--- src/rtl/calc_arith_unit.sv ---
// rtl/calc_arith_unit.sv - sequential add/sub/mul/div engine for the calculator datapath
module calc_arith_unit #(
  parameter int WIDTH = 16
) (
  input  logic             Clk,
  input  logic             Reset,
  input  logic             Start,
  input  logic [1:0]       Op,
  input  logic [WIDTH-1:0] A,
  input  logic [WIDTH-1:0] B,
  output logic [WIDTH:0]   C,
  output logic [WIDTH-1:0] Rem,
  output logic             Flag,
  output logic             Busy,
  output logic             Done
);

  typedef enum logic [2:0] {
    S_IDLE,
    S_ADDSUB,
    S_MUL,
    S_DIV,
    S_DONE
  } state_t;

  localparam logic [4:0] LAST_STEP = 5'(WIDTH - 1);

  state_t             state;
  logic               sub_r;
  logic [WIDTH-1:0]   a_r;
  logic [WIDTH-1:0]   b_r;
  logic [4:0]         cnt;

  // shift-add multiplier: multiplicand walks left, multiplier walks right
  logic [2*WIDTH-1:0] mcand;
  logic [WIDTH-1:0]   mplier;
  logic [2*WIDTH-1:0] prod;

  // restoring divider: dividend bits shift out of dquot, quotient bits shift in
  logic [WIDTH-1:0]   dquot;
  logic [WIDTH-1:0]   drem;

  logic [WIDTH:0]     add_sum;
  logic               sub_ge;
  logic [WIDTH-1:0]   sub_mag;
  logic [2*WIDTH-1:0] prod_next;
  logic [WIDTH:0]     div_shift;
  logic               div_ge;
  logic [WIDTH-1:0]   drem_next;
  logic [WIDTH-1:0]   dquot_next;

  // next-step arithmetic for every operation, selected by the FSM below
  always_comb begin
    add_sum   = {1'b0, a_r} + {1'b0, b_r};
    sub_ge    = (a_r >= b_r);
    sub_mag   = sub_ge ? (a_r - b_r) : (b_r - a_r);
    prod_next = prod + (mplier[0] ? mcand : '0);
    div_shift = {drem, dquot[WIDTH-1]};
    div_ge    = (div_shift >= {1'b0, b_r});
    // when the trial subtract succeeds the difference is below b_r, so the low WIDTH bits are exact
    drem_next  = div_ge ? (div_shift[WIDTH-1:0] - b_r) : div_shift[WIDTH-1:0];
    dquot_next = {dquot[WIDTH-2:0], div_ge};
  end

  // control FSM with registered result, status and handshake outputs
  always_ff @(posedge Clk) begin
    if (Reset) begin
      state  <= S_IDLE;
      sub_r  <= 1'b0;
      a_r    <= '0;
      b_r    <= '0;
      cnt    <= '0;
      mcand  <= '0;
      mplier <= '0;
      prod   <= '0;
      dquot  <= '0;
      drem   <= '0;
      C      <= '0;
      Rem    <= '0;
      Flag   <= 1'b0;
      Busy   <= 1'b0;
      Done   <= 1'b0;
    end else begin
      case (state)
        S_IDLE: begin
          if (Start) begin
            sub_r  <= Op[0];
            a_r    <= A;
            b_r    <= B;
            cnt    <= '0;
            mcand  <= {{WIDTH{1'b0}}, A};
            mplier <= B;
            prod   <= '0;
            dquot  <= A;
            drem   <= '0;
            Busy   <= 1'b1;
            case (Op)
              2'b10:   state <= S_MUL;
              2'b11:   state <= S_DIV;
              default: state <= S_ADDSUB;
            endcase
          end
        end

        S_ADDSUB: begin
          if (sub_r) begin
            C    <= {1'b0, sub_mag};
            Flag <= ~sub_ge;
          end else begin
            C    <= add_sum;
            Flag <= 1'b0;
          end
          Rem   <= '0;
          Busy  <= 1'b0;
          Done  <= 1'b1;
          state <= S_DONE;
        end

        S_MUL: begin
          prod   <= prod_next;
          mcand  <= mcand << 1;
          mplier <= mplier >> 1;
          if (cnt == LAST_STEP) begin
            C     <= prod_next[WIDTH:0];
            Flag  <= |prod_next[2*WIDTH-1:WIDTH+1];
            Rem   <= '0;
            Busy  <= 1'b0;
            Done  <= 1'b1;
            state <= S_DONE;
          end else begin
            cnt <= cnt + 5'd1;
          end
        end

        S_DIV: begin
          // a zero divisor is caught on the first step and finishes immediately
          if (cnt == 5'd0 && b_r == '0) begin
            C     <= '0;
            Rem   <= '0;
            Flag  <= 1'b1;
            Busy  <= 1'b0;
            Done  <= 1'b1;
            state <= S_DONE;
          end else begin
            drem  <= drem_next;
            dquot <= dquot_next;
            if (cnt == LAST_STEP) begin
              C     <= {1'b0, dquot_next};
              Rem   <= drem_next;
              Flag  <= 1'b0;
              Busy  <= 1'b0;
              Done  <= 1'b1;
              state <= S_DONE;
            end else begin
              cnt <= cnt + 5'd1;
            end
          end
        end

        S_DONE: begin
          Done  <= 1'b0;
          state <= S_IDLE;
        end

        default: begin
          Busy  <= 1'b0;
          Done  <= 1'b0;
          state <= S_IDLE;
        end
      endcase
    end
  end

endmodule
--- config.mk ---
export PLATFORM = sky130hd
export DESIGN_NAME = calc_arith_unit
export DESIGN_NICKNAME = d
export VERILOG_FILES = /design/src/rtl/calc_arith_unit.sv
export SDC_FILE = /design/constraint.sdc
export NUM_CORES = 1
export LEC_CHECK = 0
export BUFFER_PORTS_ARGS = -buffer_cell sky130_fd_sc_hd__buf_4
export CAP_MARGIN = 10
export CORE_UTILIZATION = 55
export CTS_CLUSTER_DIAMETER = 40
export DETAILED_ROUTE_END_ITERATION = 8
export PLACE_DENSITY = 0.85
export SLEW_MARGIN = 20
export SYNTH_ARGS = -nofsm -noshare
export SYNTH_HDL_FRONTEND = slang
export SYNTH_SLANG_ARGS = --single-unit
--- constraint.sdc ---
create_clock -name Clk -period 4.1 [get_ports Clk]
set_clock_uncertainty 0.1 [all_clocks]
set_input_delay 0.82 -clock Clk [delete_from_list [all_inputs] [get_ports Clk]]
set_output_delay 0.82 -clock Clk [all_outputs]
set_load 0.01 [all_outputs]
==> results.tsv <==
metric	value	unit
power density over cell area	414.5	nW/um2
Synth area leader	dfxtp_1	
crit path time final	3.922	ns
hold depth	2	
DRC Markers	1	
Slew HR	0.3198	
Cell variety after synth	69	
PortBufs	72	
final net count	1782	
Setup TNS	0	ns
TritonCTS clock tree	done	
Pins Over Slew Limit	0	
number of synthesized flops with an enable pin	0	
top cell type's share of synthesized area	0.3105	
Via density	6.192	
cts bufs inserted	17	
Routed WL	35330	um
main area contributors after synthesis	dfxtp_1, ha_1, nand2_1	
synthesis-to-layout area growth	11.40	%
Total Routing Usage GR	0.3123	
post-synth net total	1761	
Slew @ Worst Pin	1.017	ns
critical path arrival	4.16	ns
FF-to-FF path depth	13	
first-pass GRT wire length	55740	um
final setup fails	0	
Post-CTS Setup Repair Bufs	0	
initial DRC count	1208	
sequential-to-total area share from yosys stat	0.3105	
status	finished, violations left	
CTS clock-pin slew for the worst setup and hold paths	0.08	ns
clk root buf	clkbuf_16	
P_leak	5.554	nW
insertion delay to the later sink of the worst-skew pair	0.46	ns
post-detail-place hpwl	26140	um
Post-synth top cells	nand2_1, dfxtp_1, a21oi_1, nor2_1, ha_1	
ys async rst share	0	
Avg Cell Area, Syn	7.513	um2
Main synth FF type	dfxtp_1	
startpoint types	flop	
initial antenna violation count	0	
fin crit share	0.9565	
Peak VDD IR	0.2468	mV
via count	11990	
Detailed Routing Iterations Pass 1	7	
WL/cell	18.25	um
layout cell share with drive strength beyond 1	0.09239	
worst-path fanout max	17	
maximum buffer depth of the clock tree	2	
pin count of the biggest net entering global routing	142	
Ys Warns	0	
post-cts sizing count	0	
Max Cap Violations	0	
gr ovfl total	0	
CTS sink count	189	
Filler Cell Count	1959	
htree depth	4	
row count	54	
Max Fclk	255.0	MHz
post-synthesis instance total	1622	
RSZ-0062 raised after global routing	no	
worst hold-check path type	reg2reg	
Die Y	150.9	um
placed cell count	1903	
hold buffers post-CTS	0	
die width	150.9	um
most common cell in the synthesized netlist	nand2_1	
Final Non-Filler Cells	1936	
Core ar.	21760	um2
Critical Path RT	4.34	ns
I/O pin cnt	73	
Detail Route Antenna Nets	0	
gpl congestion	0.9997	
failing checks	DRC	
crit path kind	reg2reg	
Initial Util	0.5602	
Hold Vio Cnt, Final	0	
Total Die Area	22760	um2
Synth Register Bits	189	
Antenna diodes	0	
type of destination of the critical path	flop	
vias in the first global route	10790	
Cell Area, Synth	12190	um2
-- flip-flops by register name, summed over array words and instances, names as in the netlist --
name	count
dquot	16
cnt	5
Busy	1
state	3
Done	1
drem	16
Rem	16
mplier	16
b_r	16
sub_r	1
prod	32
Flag	1
a_r	16
mcand	32
C	17
-- worst max-delay path: stages, from the launching register on --
cell,delay [ns]
dfxtp_1,0.33
buf_4,0.19
and2_1,0.15
ha_1,0.34
o211ai_1,0.12
o21a_2,0.25
a211oi_1,0.78
o211a_1,0.37
a2111oi_4,0.06
xnor2_1,0.20
a311oi_1,0.40
nand4_1,0.16
nor4_1,0.28
a21oi_1,0.10
-- cell type report --
type	instances	area [um2]	area share
clock buffer	17	425.4	0.03134
clock inverter	15	172.7	0.01272
tap	280	350.3	0.02581
timing repair buffer	100	775.7	0.05714
multi-input combinational	1266	7809	0.5752
inverter	69	259.0	0.01908
sequential	189	3784	0.2787
-- through the flow --
stage	hold slack (ns)	utilization	instance area (um2)	setup WS [ns]	power, mW
2_1_floorplan	0.3405	-	12190	0.7640	3.344
4_1_cts	0.3639	0.6231	13560	0.2542	5.578
3_5_place_dp	0.3447	0.5956	12960	0.2877	3.911
3_3_place_gp	0.3372	0.5956	12960	0.3388	3.879
5_1_grt	0.3850	0.6240	13580	0.08831	5.875
6_report	0.3589	0.6240	13580	0.1783	5.627
-- power breakdown --
group	switching [mW]	leakage, nW	internal, mW
combinational	1.14	3.72	0.685
sequential	0.142	1.54	1.97
clock	0.872	0.292	0.822
-- cells in the final DEF (no fill, tap or decap), types with 14 or more instances in the layout --
master,n
and2_1,34
buf_4,98
clkbuf_16,17
mux2i_1,21
nor2_1,125
nor4_1,14
a211oi_1,15
nor3_1,36
nand2_1,274
nor2b_1,18
ha_1,97
a311oi_1,21
a21o_1,27
xnor2_1,36
o211ai_1,16
inv_1,69
o21ai_0,75
a31oi_1,47
dfxtp_1,189
a21oi_1,159
nand3_1,68
nand2b_1,18
-- logic make-up (layout without fill, tap and decap cells) --
| group | Yosys count | after routing | share of synthesized area |
|---|---|---|---|
| buffers and inverters | 167 | 201 | 0.05216 |
| XOR/XNOR | 48 | 48 | 0.03450 |
| adder cells (fa/ha/maj) | 102 | 102 | 0.1078 |
| AO/OA/AOI/OAI | 465 | 465 | 0.2457 |
| flip-flops | 189 | 189 | 0.3105 |
| multiplexers | 22 | 22 | 0.01817 |
| AND/OR/NAND/NOR | 629 | 629 | 0.2312 |
-- layer usage --
layer	global-route usage	up-vias	routed length, um
met5	0	-	0
met4	0.09800	0	866
met3	0.04066	77	2238
met2	0.4814	465	15700
met1	0.4494	5661	16530
li1	-	5784	-
-- worst paths after layout --
check             endpoint  slack, ns  startpoint
setup reg to reg      Flag       0.18   mplier[0]
hold / removal     Rem[10]       0.36     Rem[10]
setup / recovery      Flag       0.18   mplier[0]
hold reg to reg    Rem[10]       0.36     Rem[10]
(Power assumes the default switching activity.)
